`config.mk`:
```
export PLATFORM = sky130hd
export DESIGN_NAME = sample_capture_buffer
export DESIGN_NICKNAME = d
export VERILOG_FILES = /design/src/rtl/sample_capture_pkg.sv /design/src/rtl/sample_capture_ram.sv /design/src/rtl/sample_capture_buffer.sv
export SDC_FILE = /design/constraint.sdc
export NUM_CORES = 2
export LEC_CHECK = 0
export BUFFER_PORTS_ARGS = -buffer_cell sky130_fd_sc_hd__buf_2
export CORE_MARGIN = 10
export CORE_UTILIZATION = 40
export CTS_CLUSTER_DIAMETER = 30
export DETAILED_ROUTE_END_ITERATION = 8
export HOLD_SLACK_MARGIN = 0.02
export SYNTH_ARGS = -nofsm -noshare
export SYNTH_HDL_FRONTEND = slang
export SYNTH_SLANG_ARGS = --single-unit
```
`constraint.sdc`:
```
create_clock -name i_clk -period 3.42 [get_ports i_clk]
set_clock_uncertainty 0.05 [all_clocks]
set_input_delay 0.684 -clock i_clk [delete_from_list [all_inputs] [get_ports i_clk]]
set_output_delay 0.684 -clock i_clk [all_outputs]
set_load 0.03 [all_outputs]
```
`src/rtl/sample_capture_pkg.sv`:
```
// Shared definitions for the sample capture buffer.
// This package holds the capture FSM state encoding and the address-width helper.
// It also holds the frame encoding constants that the EEPROM/I2C writer shares.
package sample_capture_pkg;

  typedef enum logic [1:0] {
    CAP_IDLE = 2'd0,
    CAP_FILL = 2'd1,
    CAP_FULL = 2'd2,
    CAP_DONE = 2'd3
  } capture_state_e;

  // Frame markers and device address used by the EEPROM writer downstream.
  localparam logic [7:0] EE_FRAME_SOF = 8'hA5;
  localparam logic [7:0] EE_FRAME_EOF = 8'h5A;
  localparam logic [6:0] EE_DEV_ADDR  = 7'h50;

  // Pointer width for a given depth; never narrower than one bit.
  function automatic int addr_w(input int depth);
    if (depth <= 2) begin
      return 1;
    end else begin
      return $clog2(depth);
    end
  endfunction

endpackage

```
`src/rtl/sample_capture_ram.sv`:
```
// Simple dual-port RAM for the capture buffer, WIDTH x DEPTH.
// It has one write port and one registered read port with 1-cycle latency.
// The read register resets to zero and holds its value when no read is issued.
module sample_capture_ram #(
  parameter int WIDTH = 8,
  parameter int DEPTH = 256,
  parameter int AW    = 8
) (
  input  logic             i_clk,
  input  logic             i_rst,
  input  logic             i_we,
  input  logic [AW-1:0]    i_waddr,
  input  logic [WIDTH-1:0] i_wdata,
  input  logic             i_re,
  input  logic [AW-1:0]    i_raddr,
  output logic [WIDTH-1:0] o_rdata
);

  logic [WIDTH-1:0] r_mem [DEPTH];
  logic [WIDTH-1:0] r_rdata;

  // Write port: storage is never cleared, only overwritten.
  always_ff @(posedge i_clk) begin
    if (i_we) begin
      r_mem[i_waddr] <= i_wdata;
    end
  end

  // Registered read port: the word appears in the cycle after the request.
  always_ff @(posedge i_clk) begin
    if (i_rst) begin
      r_rdata <= '0;
    end else if (i_re) begin
      r_rdata <= r_mem[i_raddr];
    end else begin
      r_rdata <= r_rdata;
    end
  end

  assign o_rdata = r_rdata;

endmodule

```
`src/rtl/sample_capture_buffer.sv`:
```
// Capture buffer: once armed it fills DEPTH samples, then drains them in order.
// When define SAMPLE_CAPTURE_OVERRUN_EN is set, the block counts writes that are
// dropped while the frame waits to drain, and the o_overrun_cnt port appears.
module sample_capture_buffer
  import sample_capture_pkg::*;
#(
  parameter int WIDTH = 8,
  parameter int DEPTH = 256,
  parameter int OVR_W = 8
) (
  input  logic                       i_clk,
  input  logic                       i_rst,
  input  logic                       i_mem_en,
  input  logic                       i_rearm,
  input  logic                       i_write_en,
  input  logic [WIDTH-1:0]           i_data_in,
  input  logic                       i_read_en,
  output logic [WIDTH-1:0]           o_data_out,
  output logic                       o_data_valid,
  output logic                       o_is_full,
  output logic                       o_done,
  output logic [$clog2(DEPTH+1)-1:0] o_level
`ifdef SAMPLE_CAPTURE_OVERRUN_EN
  ,
  output logic [OVR_W-1:0]           o_overrun_cnt
`endif
);

  localparam int AW = addr_w(DEPTH);
  localparam int LW = $clog2(DEPTH+1);

  if (DEPTH < 2 || OVR_W < 1) begin : g_cfg_check
    $error("sample_capture_buffer: DEPTH must be >= 2 and OVR_W >= 1");
  end

  capture_state_e r_state;
  capture_state_e w_state_nxt;
  logic [AW-1:0]  r_wr_ptr;
  logic [AW-1:0]  r_rd_ptr;
  logic [LW-1:0]  r_level;
  logic           w_wr_acc;
  logic           w_rd_acc;

  // rearm outranks any transfer in the same cycle, so a rearm cycle never touches the RAM.
  assign w_wr_acc = i_write_en && (r_state == CAP_FILL) && !i_rearm;
  assign w_rd_acc = i_read_en && (r_state == CAP_FULL) && (r_level != '0) && !i_rearm;

  // Next-state decode for the capture frame.
  always_comb begin
    w_state_nxt = r_state;
    case (r_state)
      CAP_IDLE: begin
        if (i_mem_en) w_state_nxt = CAP_FILL;
        else          w_state_nxt = CAP_IDLE;
      end
      CAP_FILL: begin
        if (w_wr_acc && (r_level == LW'(DEPTH-1))) w_state_nxt = CAP_FULL;
        else                                       w_state_nxt = CAP_FILL;
      end
      CAP_FULL: begin
        if (w_rd_acc && (r_level == LW'(1))) w_state_nxt = CAP_DONE;
        else                                 w_state_nxt = CAP_FULL;
      end
      CAP_DONE: w_state_nxt = CAP_DONE;
      default:  w_state_nxt = CAP_IDLE;
    endcase
  end

  // State, pointers, level and status flags; the flags are registered from the next state.
  always_ff @(posedge i_clk) begin
    if (i_rst || i_rearm) begin
      r_state      <= CAP_IDLE;
      r_wr_ptr     <= '0;
      r_rd_ptr     <= '0;
      r_level      <= '0;
      o_is_full    <= 1'b0;
      o_done       <= 1'b0;
      o_data_valid <= 1'b0;
    end else begin
      r_state      <= w_state_nxt;
      o_is_full    <= (w_state_nxt == CAP_FULL);
      o_done       <= (w_state_nxt == CAP_DONE);
      o_data_valid <= w_rd_acc;
      if (r_state == CAP_IDLE) begin
        r_wr_ptr <= '0;
        r_rd_ptr <= '0;
      end else begin
        if (w_wr_acc) begin
          r_wr_ptr <= (r_wr_ptr == AW'(DEPTH-1)) ? '0 : r_wr_ptr + AW'(1);
        end
        if (w_rd_acc) begin
          r_rd_ptr <= (r_rd_ptr == AW'(DEPTH-1)) ? '0 : r_rd_ptr + AW'(1);
        end
      end
      if (w_wr_acc) begin
        r_level <= r_level + LW'(1);
      end else if (w_rd_acc) begin
        r_level <= r_level - LW'(1);
      end else begin
        r_level <= r_level;
      end
    end
  end

  assign o_level = r_level;

`ifdef SAMPLE_CAPTURE_OVERRUN_EN
  logic [OVR_W-1:0] r_overrun_cnt;

  // Count samples lost while a full frame waits to drain; saturates at all-ones.
  always_ff @(posedge i_clk) begin
    if (i_rst || i_rearm) begin
      r_overrun_cnt <= '0;
    end else if (i_write_en && (r_state == CAP_FULL) && (r_overrun_cnt != '1)) begin
      r_overrun_cnt <= r_overrun_cnt + OVR_W'(1);
    end else begin
      r_overrun_cnt <= r_overrun_cnt;
    end
  end

  assign o_overrun_cnt = r_overrun_cnt;
`endif

  sample_capture_ram #(
    .WIDTH (WIDTH),
    .DEPTH (DEPTH),
    .AW    (AW)
  ) u_ram (
    .i_clk   (i_clk),
    .i_rst   (i_rst),
    .i_we    (w_wr_acc),
    .i_waddr (r_wr_ptr),
    .i_wdata (i_data_in),
    .i_re    (w_rd_acc),
    .i_raddr (r_rd_ptr),
    .o_rdata (o_data_out)
  );

endmodule

```
# ---- After elaboration in Yosys (flattened, before gate mapping)
# Memories as Yosys holds them, arrays and structs flattened. A register that Yosys moved wholly into a read port is not among the register bits.
# Index checks and enable logic that the tools add are counted.
dict set report totals {
  ram_bits 2048
  reg_bits 30
  n_memories 1
}
dict set report classes {
  muxes 10
  reduce_logical 13
  eq_ne 9
  add_sub_neg 4
}
# name words word_bits read_ports rd_ports_with_merged_regs wr line_no
set mem_list {}
lappend mem_list {u_ram.r_mem 256 8 1 1 1 sample_capture_ram.sv:19} ;# logic [WIDTH-1:0] r_mem [DEPTH];
# operator count
set op_table {}
lappend op_table {{$mux 9} 2}
lappend op_table {{$add 8x1->8 const B} 2}
lappend op_table {{$eq 8x8->1 const B} 2}
lappend op_table {{$mux 8} 2}
lappend op_table {{$add 9x1->9 const B} 1}
lappend op_table {{$eq 9x1->1 const B} 1}
lappend op_table {{$eq 9x8->1 const B} 1}
lappend op_table {{$reduce_bool 9->1} 1}
lappend op_table {{$sub 9x1->9 const B} 1}
lappend op_table {{$eq 2x2->1 const B} 4}
lappend op_table {{$pmux 2 s4} 1}
lappend op_table {{$logic_and 1x1->1} 7}
lappend op_table {{$mux 1} 4}
lappend op_table {{$eq 2x1->1 const B} 1}
lappend op_table {{$logic_not 2->1} 1}
lappend op_table {{$mux 2} 1}
lappend op_table {{$reduce_bool 2->1} 1}
lappend op_table {{$reduce_or 2->1} 1}
lappend op_table {{$logic_not 1->1} 1}
lappend op_table {{$logic_or 1x1->1} 1}

# ---- Depth between registers and ports, before layout
dict set report logic_depth {
  depth_word 8
  depth_mapped 13
  mapped_depth_nobuf 9
}

# ---- Modules after synthesis
# A second synthesis with hierarchy kept.
dict set report hier_totals {
  hier_cells 4125
  area_unflattened_um2 82123.8
}
# module cells_each seq_area_each_um2 n_inst area_each_um2
set by_module_without_submodules {}
lappend by_module_without_submodules {sample_capture_ram 3938 61659.1 1 80524.7}
lappend by_module_without_submodules {sample_capture_buffer 187 600.6 1 1599.0}

# ---- Worst setup path before layout
# No wires, ideal clock.
dict set report synth_path {
  path_kind {input -> register}
  startpoint {in i_write_en}
  endpoint {mem u_ram.r_mem[112][0], enable pin}
  required_time_ps 3000
  cell_stages 6
  path_slack_ps 676
  n_path_buf 3
  arrival_time_ps 2323
  cell_sequence {nor4bb_1 clkbuf_1 clkbuf_1 nand3_1 clkbuf_1 nor2_1}
}
dict set report synth_via {
  elab_chain_cells 4
}
# element line_no
set synth_lines {}
lappend synth_lines {{start: declaration} sample_capture_buffer.sv:15} ;# input logic i_write_en,
lappend synth_lines {{$logic_and 1x1->1 (2 in a row)} sample_capture_buffer.sv:45} ;# assign w_wr_acc = i_write_en && (r_state == CAP_FILL) && !i_rearm;
lappend synth_lines {{$mux 1} sample_capture_ram.sv:24} ;# if (i_we) begin
lappend synth_lines {{$mux 1 (implied by the code)} sample_capture_ram.sv:25} ;# r_mem[i_waddr] <= i_wdata;
lappend synth_lines {{end: declaration} sample_capture_ram.sv:19}
# Every way passes these cells.

==> metrics.md <==
| Metric | Value |
|---|---|
| Path depth of the worst reg2reg path | 9 |
| Static power due to leakage | 33.4 nW |
| PwrDens | 666 nW/um2 |
| Critical path's slowest cell | sky130_fd_sc_hd__a222oi_1 |
| Die Y | 471 um |
| Via count of the first global-routing pass | 45543 |
| Total Nets Final | 4860 |
| Die outline area | 222000 um2 |
| Initial Util | 40.3% |
| Site Rows | 165 |
| Failing checks | setup timing |
| Root Driver | sky130_fd_sc_hd__clkbuf_16 |
| Post-Route WL | 234000 um |
| Latest clock arrival within the worst-skew pair | 960 ps |
| Detailed Route Iter0 Violations | 5384 |
| Maximum number of pins on one net before global-route repair | 106 |
| TritonCTS clock tree | built |
| Portion of the post-synthesis area used by sequential elements | 76.4% |
| Syn-to-layout area delta | 26.4% |
| Adder-cell share of the synthesized area | 0.153% |
| RePlAce Congestion | 0.835 |
| Fraction of synthesis flops using an asynchronous set or reset pin | 0% |
| Peak fanout along the critical path | 10 |
| Library cell with the highest instance count after synthesis | sky130_fd_sc_hd__edfxtp_1 |
| Maximum achievable frequency | 292 MHz |
| Netlist Area Pre-Place | 81500 um2 |
| Required time worst endpoint | 4190 ps |
| Basic-gate share of the synthesized area counting and, or, nand and nor cells | 3.15% |
| Cells after synthesis | 4019 |
| Period utilisation layout | 100% |
| Origin of the worst min-delay path | i_rst |
| Data arrival at the endpoint of the critical path | 4200 ps |
| Global-route wire length before repair | 334000 um |
| Routed vias/inst | 5.74 |
| Delay of the slowest critical-path stage | 690 ps |
| Dominant combinational cell family by area after synthesis | multiplexers |
| Critical Path, Cell by Cell | buf_12 -> nor2b_2 -> buf_4 -> a221oi_1 -> a21o_1 -> a222oi_1 -> o211ai_1 -> a31oi_2 -> a311oi_1 |
| Result of the run | finished with violations |
| Share of synthesized area spent on multiplexers | 14.9% |
| Hold crit path type | in -> reg |
| Count of filler cells inserted in the layout | 15974 |
| Quantity of I/O buffers inserted on ports | 33 |
| Core occupancy in the finished layout | 50.9% |
| Cts bufs inserted | 427 |
| Top area cells in the synthesized netlist | sky130_fd_sc_hd__edfxtp_1 75%, sky130_fd_sc_hd__mux4_2 12%, sky130_fd_sc_hd__mux2i_1 2.4% |
| Count of placed standard cells including taps | 7075 |
| Placeable core region | 203000 um2 |
| Max_cap viols | 0 |
| Aggregate global routing overflow | 0 |
| Xor-xnor portion of the synthesized cell area | 0.193% |
| Hold WS | 138 ps |
| Critical path start-end classification | reg -> reg |
| Final setup violation count | 1 |
| Antenna violations before repair | 7 |
| Overall global routing resource usage | 20.6% |
| Via Count | 45026 |
| Endpoint of the worst hold-timing path | u_ram.o_rdata[7]$_SDFFE_PP0P_ |
| Post-Layout Cell Count | 7848 |
| Post-synthesis compound-gate area fraction | 3.39% |
| Post-synth EDFFs | 2048 |
| Area share of the largest cell type after synthesis | 75.4% |
| Final HPWL from detailed placement | 147000 um |
| Top_reg_cell synth | sky130_fd_sc_hd__edfxtp_1 |
| DR pass1 iterations | 8 |
| Total of warnings raised by yosys | 0 |
| Placed Instance Area | 89000 um2 |
| List of most frequent post-synthesis cells | 2048 x sky130_fd_sc_hd__edfxtp_1, 437 x sky130_fd_sc_hd__mux4_2, 321 x sky130_fd_sc_hd__nor2_1 |
| CP Launch Point | r_rd_ptr[2]$_SDFFE_PP0P_ |
| Number of placed I/O pins | 34 |
| Post-route setup TNS | -9.98 ps |
| H-Tree Depth | 5 |
| RSZ-0062 raised after global routing | false |
| Net count after synthesis | 4043 |
| Yosys top cell by area | sky130_fd_sc_hd__edfxtp_1 |
| Worst r2r dst | u_ram.o_rdata[2]$_SDFFE_PP0P_ |
| Clk sink count | 2086 |
| Worst ir drop on vdd | 0.539 mV |
| Cell depth of the worst min-delay path | 2 |
| Post-Place Setup Slack | -197 ps |
| Post-layout minimum cycle time | 3430 ps |
| Average cell area after synthesis | 20.3 um2 |
| Distinct cells, synth | 68 |
| Number of nets with antenna violations after routing | 0 |
| Final-report max-slew violation count | 0 |
| Die boundary width | 471 um |
| Power, Total | 68.7 mW |
| Capturing element type of the critical path | register |
| Smallest setup slack after layout | -9.98 ps |
| Slew margin rel. | 30.8% |
| Final Cell Area | 103000 um2 |
| Worst Max-Slew Pin Slew | 1040 ps |
| Launching element type of the critical path | register |
| Seq cells post-synth | 2086 |
| Fraction of layout instances using a drive strength above 1 | 34.2% |
| DRC viols | 0 |
| Register-to-register setup slack | -10 ps |
| RR Startpoint | r_rd_ptr[2]$_SDFFE_PP0P_ |
| Reg clk slew, reported paths | 40 ps |
| Routed wirelength normalized by instance count | 29.8 um |
| Number of hold violations in the final report | 0 |
| Maximum buffer depth of the clock tree | 4 |
[logic make-up (layout without fill, tap and decap cells)]
group                      count (synthesis)  after routing
DFF                                     2086           2086
buffers and inverters                    256           1410
AOI/OAI and AO/OA                        402            402
and+or+nand+nor                          591            591
other                                      0              3
adders and majority gates                 10             10
xor gates and xnor gates                  18             18
muxes                                    656            656
[final cells by class]
class	count	area, um2	area share, %
antenna	3	7.51	0.00728
clock buffer	490	11000	10.7
clock inverter	276	2990	2.90
inverter	9	36.3	0.0352
multi-input combinational	1677	17900	17.3
sequential	2086	62300	60.4
tap	2672	3340	3.24
timing repair buffer	635	5510	5.34
[power breakdown]
part	leakage (nW)	total (mW)	switching [mW]	internal [mW]
clock	6.74	40.0	13.1	26.9
combinational	7.91	0.521	0.451	0.0693
sequential	18.7	28.1	0.00162	28.1
[registers in the layout, indices dropped and copies added, names as in the netlist]
register	flops
o_done	1
r_state	2
o_data_valid	1
u_ram.r_mem	2048
o_level	9
o_is_full	1
r_rd_ptr	8
r_wr_ptr	8
u_ram.o_rdata	8
[worst max-delay path, delay by kind of cell, from the launching register on]
| kind | cells | cell delay, ps |
|---|---|---|
| compound gates | 6 | 1830 |
| flops | 1 | 480 |
| simple gates | 1 | 480 |
| buf+inv | 2 | 430 |
[worst max-delay path by stage]
stage                                     to  cells past startpoint  slack [ps]
6_report       u_ram.o_rdata[2]$_SDFFE_PP0P_                      9         -10
2_1_floorplan  u_ram.r_mem[112][0]$_DFFE_PP_                      6         680
5_1_grt        u_ram.o_rdata[2]$_SDFFE_PP0P_                      9          20
4_1_cts        u_ram.o_rdata[2]$_SDFFE_PP0P_                      9          70
3_5_place_dp   u_ram.o_rdata[2]$_SDFFE_PP0P_                      8        -200
3_3_place_gp   u_ram.o_rdata[2]$_SDFFE_PP0P_                      8        -180
[metal layers]
layer	vias up	track usage [%]	part of all wire, %
met5	-	0	0.021
met4	6	7.62	3.6
met3	471	4.81	9.3
met2	2407	32.2	47
met1	23670	28.2	40
li1	18472	-	-
[placed cells by master, fill, tap and decap left out, drive strengths merged, types with 6 or more instances in the layout]
| master | n |
|---|---|
| a2111oi | 6 |
| a211o | 6 |
| a211oi | 28 |
| a21oi | 87 |
| a221oi | 33 |
| a22o | 7 |
| a22oi | 69 |
| a311oi | 7 |
| a31oi | 9 |
| a41oi | 8 |
| and2 | 7 |
| buf | 626 |
| bufinv | 53 |
| clkbuf | 498 |
| clkinv | 160 |
| clkinvlp | 44 |
| dfxtp | 38 |
| edfxtp | 2048 |
| ha | 10 |
| inv | 28 |
| mux2 | 14 |
| mux2i | 199 |
| mux4 | 443 |
| nand2 | 114 |
| nand2b | 10 |
| nand3 | 47 |
| nand4 | 13 |
| nor2 | 321 |
| nor2b | 16 |
| nor3 | 20 |
| nor4 | 10 |
| o211ai | 11 |
| o21ai | 47 |
| o21bai | 7 |
| o221ai | 18 |
| o22ai | 35 |
| or2 | 10 |
| xnor2 | 9 |
| xor2 | 9 |
[what timing repair did]
action,in CTS,in global routing
endpoints found under the hold margin,7,0
endpoints found under the setup margin,2,1
gates resized for setup,1,1
setup buffers,3,0
hold buffers,1,0
(Power assumes the default switching activity.)
